`src/rtl/giu_err_pkg.sv`:
```
// Shared types and helpers for the GIU ECC error-log controller.
package giu_err_pkg;

  localparam int GIU_NUM_SRC = 2;
  localparam int GIU_ADDR_W  = 20;
  localparam int GIU_CNT_W   = 16;
  localparam int GIU_THRES_W = 10;
  localparam int GIU_SRC_W   = (GIU_NUM_SRC > 1) ? $clog2(GIU_NUM_SRC) : 1;

  typedef enum logic [1:0] {
    IDLE   = 2'd0,
    LOG_C  = 2'd1,
    LOG_UC = 2'd2
  } log_state_e;

  typedef struct packed {
    logic                  uc;
    logic [GIU_SRC_W-1:0]  src;
    logic [GIU_ADDR_W-1:0] addr;
  } err_evt_t;

  // Increment v, holding at the all-ones value of a w-bit counter (w <= 32).
  function automatic logic [31:0] sat_inc(input logic [31:0] v, input int unsigned w);
    logic [31:0] max_v;
    max_v = (w >= 32) ? '1 : ((32'd1 << w) - 32'd1);
    return (v >= max_v) ? max_v : v + 32'd1;
  endfunction

endpackage

```
`src/rtl/giu_rr_arb.sv`:
```
// Round-robin arbiter: one-hot grant, pointer advances past the winner on each grant.
module giu_rr_arb #(
  parameter int NUM_SRC = 2,
  localparam int IDX_W  = (NUM_SRC > 1) ? $clog2(NUM_SRC) : 1
) (
  input  logic               clk,
  input  logic               reset,
  input  logic [NUM_SRC-1:0] req,
  output logic [NUM_SRC-1:0] gnt,
  output logic [IDX_W-1:0]   gnt_idx,
  output logic               gnt_vld
);

  logic [IDX_W-1:0] ptr_q, ptr_d;
  logic [IDX_W:0]   sum;
  logic [IDX_W-1:0] idx;

  always_comb begin
    gnt_vld = 1'b0;
    gnt_idx = '0;
    sum     = '0;
    idx     = '0;
    // Scan from the pointer upwards, wrapping, and take the first requester.
    for (int i = 0; i < NUM_SRC; i++) begin
      sum = {1'b0, ptr_q} + (IDX_W+1)'(i);
      if (sum >= (IDX_W+1)'(NUM_SRC)) sum = sum - (IDX_W+1)'(NUM_SRC);
      idx = sum[IDX_W-1:0];
      if (!gnt_vld && req[idx]) begin
        gnt_vld = 1'b1;
        gnt_idx = idx;
      end
    end
    gnt   = gnt_vld ? (NUM_SRC'(1) << gnt_idx) : '0;
    ptr_d = ptr_q;
    if (gnt_vld) ptr_d = (gnt_idx == IDX_W'(NUM_SRC-1)) ? '0 : gnt_idx + IDX_W'(1);
  end

  always_ff @(posedge clk) begin
    if (reset) ptr_q <= '0;
    else       ptr_q <= ptr_d;
  end

endmodule

```
`src/rtl/giu_err_log_ctrl.sv`:
```
// Arbitrates ECC error events into one log entry, saturating C/UC counters,
// a sticky correctable-threshold fault and the IRQ_C / IRQ_UC lines.
module giu_err_log_ctrl
  import giu_err_pkg::*;
#(
  parameter int NUM_SRC = GIU_NUM_SRC,
  parameter int ADDR_W  = GIU_ADDR_W,
  parameter int CNT_W   = GIU_CNT_W,
  parameter int THRES_W = GIU_THRES_W,
  localparam int SRC_W  = (NUM_SRC > 1) ? $clog2(NUM_SRC) : 1
) (
  input  logic                      clk,
  input  logic                      reset,
  input  logic [NUM_SRC-1:0]        src_vld,
  output logic [NUM_SRC-1:0]        src_rdy,
  input  logic [NUM_SRC-1:0]        src_uc,
  input  logic [NUM_SRC*ADDR_W-1:0] src_addr,
  input  logic                      csr_cerr_en,
  input  logic                      csr_uerr_en,
  input  logic [THRES_W-1:0]        csr_thres,
  input  logic                      csr_clr,
  output logic                      log_vld,
  output logic                      log_uc,
  output logic [SRC_W-1:0]          log_src,
  output logic [ADDR_W-1:0]         log_addr,
  output logic                      log_ovf,
  output logic [CNT_W-1:0]          cerr_cnt,
  output logic [CNT_W-1:0]          uerr_cnt,
  output logic                      cerr_thr_fault,
  output logic                      irq_c,
  output logic                      irq_uc
);

  localparam int CMP_W = (CNT_W > THRES_W) ? CNT_W : THRES_W;

  log_state_e       state_q, state_d;
  err_evt_t         log_q, log_d, evt;
  logic             ovf_q, ovf_d;
  logic             fault_q, fault_d;
  logic [CNT_W-1:0] cerr_q, cerr_d, uerr_q, uerr_d;
  logic [SRC_W-1:0] gnt_idx;
  logic             gnt_vld;

  giu_rr_arb #(.NUM_SRC(NUM_SRC)) u_arb (
    .clk     (clk),
    .reset   (reset),
    .req     (src_vld),
    .gnt     (src_rdy),
    .gnt_idx (gnt_idx),
    .gnt_vld (gnt_vld)
  );

  always_comb begin
    evt     = '0;
    evt.src = gnt_idx;
    for (int s = 0; s < NUM_SRC; s++) begin
      if (src_rdy[s]) begin
        evt.uc   = src_uc[s];
        evt.addr = src_addr[s*ADDR_W +: ADDR_W];
      end
    end
  end

  // A clear wipes state first; a same-cycle accept then lands as the first event.
  always_comb begin
    state_d = csr_clr ? IDLE : state_q;
    log_d   = csr_clr ? '0   : log_q;
    ovf_d   = csr_clr ? 1'b0 : ovf_q;
    fault_d = csr_clr ? 1'b0 : fault_q;
    cerr_d  = csr_clr ? '0   : cerr_q;
    uerr_d  = csr_clr ? '0   : uerr_q;
    if (gnt_vld) begin
      if (evt.uc) begin
        uerr_d = CNT_W'(sat_inc(32'(uerr_d), CNT_W));
      end else begin
        cerr_d = CNT_W'(sat_inc(32'(cerr_d), CNT_W));
        if ((csr_thres != '0) && (CMP_W'(cerr_d) >= CMP_W'(csr_thres))) fault_d = 1'b1;
      end
      case (state_d)
        IDLE: begin
          state_d = evt.uc ? LOG_UC : LOG_C;
          log_d   = evt;
        end
        LOG_C: begin
          ovf_d = 1'b1;
          if (evt.uc) begin
            state_d = LOG_UC;
            log_d   = evt;
          end
        end
        default: ovf_d = 1'b1;
      endcase
    end
  end

  always_ff @(posedge clk) begin
    if (reset) begin
      state_q <= IDLE;
      log_q   <= '0;
      ovf_q   <= 1'b0;
      fault_q <= 1'b0;
      cerr_q  <= '0;
      uerr_q  <= '0;
    end else begin
      state_q <= state_d;
      log_q   <= log_d;
      ovf_q   <= ovf_d;
      fault_q <= fault_d;
      cerr_q  <= cerr_d;
      uerr_q  <= uerr_d;
    end
  end

  assign log_vld        = (state_q != IDLE);
  assign log_uc         = (state_q == LOG_UC);
  assign log_src        = SRC_W'(log_q.src);
  assign log_addr       = ADDR_W'(log_q.addr);
  assign log_ovf        = ovf_q;
  assign cerr_cnt       = cerr_q;
  assign uerr_cnt       = uerr_q;
  assign cerr_thr_fault = fault_q;
  assign irq_c          = fault_q & csr_cerr_en;
  assign irq_uc         = (state_q == LOG_UC) & csr_uerr_en;

endmodule

```
`config.mk`:
```
export PLATFORM = sky130hd
export DESIGN_NAME = giu_err_log_ctrl
export DESIGN_NICKNAME = d
export VERILOG_FILES = /design/src/rtl/giu_err_pkg.sv /design/src/rtl/giu_rr_arb.sv /design/src/rtl/giu_err_log_ctrl.sv
export SDC_FILE = /design/constraint.sdc
export NUM_CORES = 1
export LEC_CHECK = 0
export ABC_AREA = 1
export ABC_CLOCK_PERIOD_IN_PS = 5300
export CAP_MARGIN = 20
export CORE_UTILIZATION = 50
export DETAILED_ROUTE_END_ITERATION = 6
export PLACE_DENSITY = 0.9
export SKIP_LAST_GASP = 1
export SLEW_MARGIN = 10
export SYNTH_ARGS = -nofsm -noshare
export SYNTH_HDL_FRONTEND = slang
export SYNTH_SLANG_ARGS = --single-unit
```
`constraint.sdc`:
```
create_clock -name clk -period 5.3 [get_ports clk]
set_clock_uncertainty 0.15 [all_clocks]
set_input_delay 1.06 -clock clk [delete_from_list [all_inputs] [get_ports clk]]
set_output_delay 1.06 -clock clk [all_outputs]
set_load 0.05 [all_outputs]
```
-- After elaboration in Yosys (flattened, before gate mapping)
Cells that the tools add are included.
- flip-flop bits (word level): 59
- $add $sub $neg: 6
- magnitude comparators: 7
- eq/ne operators: 2
- shifts and indexed selects: 1
- multiplexer cells: 40
- bitwise operators: 2
- reduce and logical (&&, ||, !) cells: 6
- operator list (kind ; number):
    $mux 16 ; 8
    $mux 22 ; 3
    $pmux 22 s2 ; 1
    $mux 20 ; 2
    $add 16x1->16 const B ; 2
    $ge 16x16->1 const B ; 2
    $mux 1 ; 20
    $ge 16x10->1 ; 1
    $mux 2 ; 5
    $reduce_bool 10->1 ; 1
    $lt 1x2->1 const B ; 2
    $pmux 2 s2 ; 1
    $add 1x1->2 const B ; 1
    $and 1x1->1 ; 2
    $eq 2x1->1 const B ; 1
    $eq 2x2->1 const B ; 1
    $ge 1x2->1 const B ; 1
    $ge 2x2->1 const B ; 1
    $logic_and 1x1->1 ; 2
    $logic_not 2->1 ; 1
    $reduce_bool 2->1 ; 1
    $shl 1x1->2 const A ; 1
    $sub 1x1->1 const B ; 2
    $add 1x1->1 const B ; 1
    $logic_not 1->1 ; 1

-- Longest topological paths before layout
- word-level depth: 15
- mapped depth: 29
- gate-level depth less buffers: 26

-- Hierarchy
A second synthesis with hierarchy kept.
- cell total of the unflattened synthesis: 565
- area total of the unflattened synthesis: 3854.9 um2
- modules (own cells, without submodules) (module ; times used ; cells an instance ; area an instance (um2)):
    giu_err_log_ctrl ; 1 ; 554 ; 3794.9
    giu_rr_arb ; 1 ; 11 ; 60.1

-- Worst setup path after synthesis
OpenSTA, ideal clock, no wires.
- kind: input-to-reg
- start point: input port csr_clr
- end point: register fault_q (netlist: cerr_thr_fault)
- library setup time: 0.114 ns
- data arrival time: 3.608 ns
- path slack: 1.428 ns
- stages on the path: 24
- path buffers: 3
- cells stage by stage: buf_6 -> inv_8 -> buf_2 -> buf_2 -> nand2_1 -> inv_1 -> ha_1 -> nand2_1 -> nor2_4 -> nand2_1 -> nor2_1 -> nand3_2 -> o211ai_1 -> ha_1 -> a21oi_1 -> nand2_1 -> nand2_1 -> nand2_1 -> nand2_1 -> nand2_1 -> nand2_1 -> nand3_1 -> nand2_1 -> nand2_1
- cells in the longest elaborated chain, start to end: 8
- ends and longest elaborated chain (what ; RTL line ; text):
    from (decl) ; giu_err_log_ctrl.sv:21 ; input logic csr_clr,
    $mux 16 ; giu_err_log_ctrl.sv:70 ; cerr_d = csr_clr ? '0 : cerr_q;
    $add 16x1->16 / $ge 16x16->1 (equally long branches) ; giu_err_pkg.sv:26 ; return (v >= max_v) ? max_v : v + 32'd1;
    $mux 16 ; giu_err_pkg.sv:26 ;
    $ge 16x10->1 ; giu_err_log_ctrl.sv:77 ; if ((csr_thres != '0) && (CMP_W'(cerr_d) >= CMP_W'(csr_thres))) fault_d = 1'b1;
    $logic_and 1x1->1 ; giu_err_log_ctrl.sv:77 ;
    $mux 1 ; giu_err_log_ctrl.sv:77 ;
    $mux 1 ; giu_err_log_ctrl.sv:73 ; if (evt.uc) begin
    $mux 1 (*) ; giu_err_log_ctrl.sv:72 ; if (gnt_vld) begin
    to (signal assigned) ; giu_err_log_ctrl.sv:108 ; fault_q <= fault_d;
    to (decl) ; giu_err_log_ctrl.sv:39 ; logic fault_q, fault_d;
Mark *: on every way between the ends. The rest lies on a longest branch, timed or not.
A chain may end at the register's enable or synchronous reset.

-- Worst setup path after layout
- start point: input port src_vld[0]
- end point: output port src_rdy[1]
- cells in the longest elaborated chain, start to end: 8
- ends and longest elaborated chain (what ; RTL line ; text):
    from (decl) ; giu_err_log_ctrl.sv:14 ; input logic [NUM_SRC-1:0] src_vld,
    $mux 1 (not written as such) (2 in a row) ; giu_rr_arb.sv:28 ; if (!gnt_vld && req[idx]) begin
    $mux 1 ; giu_rr_arb.sv:28 ;
    $logic_not 1->1 ; giu_rr_arb.sv:28 ;
    $logic_and 1x1->1 ; giu_rr_arb.sv:28 ;
    $mux 1 ; giu_rr_arb.sv:28 ;
    $shl 1x1->2 ; giu_rr_arb.sv:33 ; gnt = gnt_vld ? (NUM_SRC'(1) << gnt_idx) : '0;
    $mux 2 (*) ; giu_rr_arb.sv:33 ;
    to (decl) ; giu_err_log_ctrl.sv:15 ; output logic [NUM_SRC-1:0] src_rdy,
Mark *: on every way between the ends. The rest lies on a longest branch, timed or not. The select of a mux whose other input is x is not followed.

==> run_results.csv <==
group,metric,value,unit
power_and_ir_drop,p_per_area,233,nW/um^2
status,status,"finished, final reports clean",
place,dp_slack,0.859,ns
synthesis,synth_warnings,0,
clock_network,cts_setup_buffers,0,
global_route,grt.total_usage,28.8,%
setup_path,crit_required,4.09,ns
routing,drc_errors,0,
clock_network,cts_tree,"built",
setup_path,crit_path_end_kind,"output port",
place,dp.final_hpwl,9180,um
finish,nFillCells,710,
routing,first_pass_iters,7,
clock_network,cts_resized,0,
routing,drt_iter0_drc,322,
floorplanning,die_y,94.8,um
synthesis,async_flop_share,0,%
floorplanning,ioPinCount,120,
global_route,antenna_found_initial,0,
synthesis,syn_inst,703,
routing,routedWlPerCell,14.2,um
place,place_area,5500,um^2
synthesis,syn_avg_cell_area,6.13,um^2
finish,final_layout_size_suffix_gt1_share,6.82,%
setup_path,worstReg2RegEnd,"uerr_cnt[11]$_SDFF_PP0_",
clock_network,clock-sinks,58,
sta,fmax,234,MHz
synthesis,synth.cell_area,4310,um^2
sta,fin_ws,1.02,ns
routing,routed_wl,12900,um
clock_network,cts_hold_buf,0,
min_path,min-delay-path-class,"reg -> reg",
sta,relSlewSlack,49.6,%
min_path,hp-start,"u_arb.ptr_q$_SDFFE_PP0N_",
global_route,grt_pass1_wl,20600,um
finish,syn_to_final_growth,32.1,%
floorplanning,rows,33,
clock_network,cts_buffers,9,
finish,final_cell_area,5690,um^2
setup_path,reg2regPathDepth,12,
synthesis,ys.flop_type,"dfxtp_1",
setup_path,crit_fanout,25,
setup_path,r2r_start,"u_arb.ptr_q$_SDFFE_PP0N_",
floorplanning,dieArea,8990,um^2
sta,fin_tns_setup,0,ns
routing,viasPerCell,5.53,
clock_network,h-tree-depth,3,
setup_path,startpoint_type,"input pin",
min_path,hold_depth,2,
sta,grt_setup_unrepaired,"false",
global_route,grt_pass1_vias,4584,
sta,hold_violations,0,
floorplanning,core,8260,um^2
synthesis,netlist-cell-type-count,38,
floorplanning,start_util,52.2,%
synthesis,yosysMostFrequentCell,"nand2_1",
global_route,grt_start_max_net_pins,56,
synthesis,synth_top_area_share,26.9,%
setup_path,crit_type,"in -> out",
power_and_ir_drop,p_leak,2.64,nW
synthesis,synth_nets,774,
global_route,grt_overflow,0,
synthesis,synth_common_cells,"nand2_1, inv_1, dfxtp_1",
sta,slew_viol_final,0,
sta,setup_violations,0,
clock_network,clockBufferDepth,2,
synthesis,yosysTopAreaCell,"dfxtp_1",
clock_network,clk_pin_slew,0.06,ns
sta,period_needed,4.28,ns
power_and_ir_drop,design_power_total,0.00133,W
floorplanning,die_x,94.8,um
sta,timing.final.crit_share,80.8,%
synthesis,synth_area_leaders,"dfxtp_1, nand2_1, inv_1, nand3_1, a21oi_1",
routing,antenna_left,0,
place,portBuffers,119,
place,gp_congestion,0.953,
power_and_ir_drop,peakVddDrop,151,uV
synthesis,ys_ff_latch,58,
setup_path,rrSetupSlack,2.25,ns
finish,stdcell_count,912,
synthesis,yosysSeqAreaShare,26.9,%
place,placed_cells,898,
routing,num_vias,5042,
synthesis,synth_edf_count,0,
finish,n_antenna_cell,0,
job,max-cap-violations,0,
min_path,whs_endpoint,"u_arb.ptr_q$_SDFFE_PP0N_",
sta,worst_slew_pin_slew,0.755,ns
setup_path,worstPathArrival,3.07,ns
finish,finalNetCount,875,
clock_network,cts_root_buf,"clkbuf_8",
clock_network,clock_latency,0.34,ns
## area by class of cell
type	count	area (um^2)	share of cell area, %
multi-input cells	507	2580	45.3
repair buffers	125	1240	21.7
flip-flops and latches	58	1160	20.4
inverters	103	394	6.92
clock buffers	11	151	2.66
well taps	105	131	2.31
clock inverters	3	40.0	0.703
## registers in the layout (all words and copies together) (netlist names)
register	cells
cerr_thr_fault	1
uerr_cnt	16
cerr_cnt	16
log_ovf	1
log_src	1
state_q	2
u_arb.ptr_q	1
log_addr	20
## power breakdown
part	internal [W]	switching (W)	leakage (nW)	total [W]
registers	0.000466	0.0000230	0.476	0.000489
clock network	0.000236	0.000176	0.101	0.000412
logic	0.000152	0.000275	2.07	0.000428
total	0.000854	0.000475	2.64	0.00133
## kinds of logic (layout without fill, tap and decap cells)
group | count (synthesis) | in the layout | synth area share [%]
and+or+nand+nor | 320 | 320 | 33.1
xor gates and xnor gates | 8 | 8 | 1.63
adders and majority gates | 12 | 12 | 3.48
DFF | 58 | 58 | 26.9
buffers and inverters | 138 | 242 | 13.2
AOI/OAI and AO/OA | 167 | 167 | 21.6
## worst max-delay path, stage by stage
cell and delay, ns:
clkdlybuf4s50_1 0.49, a21boi_4 0.58, clkdlybuf4s50_1 0.93
## stage by stage
stage / hold WS, ns / utilization [%]
after global routing: 0.393 / 68.9
after global placement: 0.346 / 66.6
after detailed placement: 0.349 / 66.6
final: 0.361 / 68.9
after floorplan: 0.326 / -
after CTS: 0.363 / 68.9
## metal layers
| metal | global-route usage [%] | wire length (um) | up-vias |
|---|---|---|---|
| met3 | 7.09 | 1020 | 35 |
| met5 | 0 | 0 | - |
| met2 | 48.5 | 6270 | 239 |
| met4 | 12.0 | 348 | 0 |
| met1 | 34.8 | 5280 | 2282 |
| li1 | - | - | 2486 |
## worst max-delay path by stage
stage                           from                         to  slack (ns)  cells after the start
final                     src_vld[0]                 src_rdy[1]        1.02                      3
after CTS                 src_vld[0]                 src_rdy[1]        1.01                      3
after floorplan              csr_clr  cerr_thr_fault$_SDFF_PP0_        1.43                     24
after detailed placement     csr_clr  cerr_thr_fault$_SDFF_PP0_        0.86                     22
after global placement       csr_clr  cerr_thr_fault$_SDFF_PP0_        0.90                     22
after global routing         csr_clr  cerr_thr_fault$_SDFF_PP0_        0.82                     24
## cell usage in the layout (no fill, tap or decap), types with 8 or more instances in the layout
master / netlist / routed
nor2_2: 10 / 10
a21boi_0: 20 / 20
o21ai_1: 45 / 45
inv_1: 95 / 95
clkbuf_8: 0 / 11
o21ai_0: 41 / 41
nand4_1: 10 / 10
nor3_1: 10 / 10
nand3_1: 50 / 50
nand2_2: 8 / 8
nor2_1: 45 / 45
clkdlybuf4s50_1: 0 / 119
dfxtp_1: 58 / 58
ha_1: 12 / 12
a21oi_1: 46 / 46
nand2_1: 171 / 171
(Power assumes the default switching activity.)
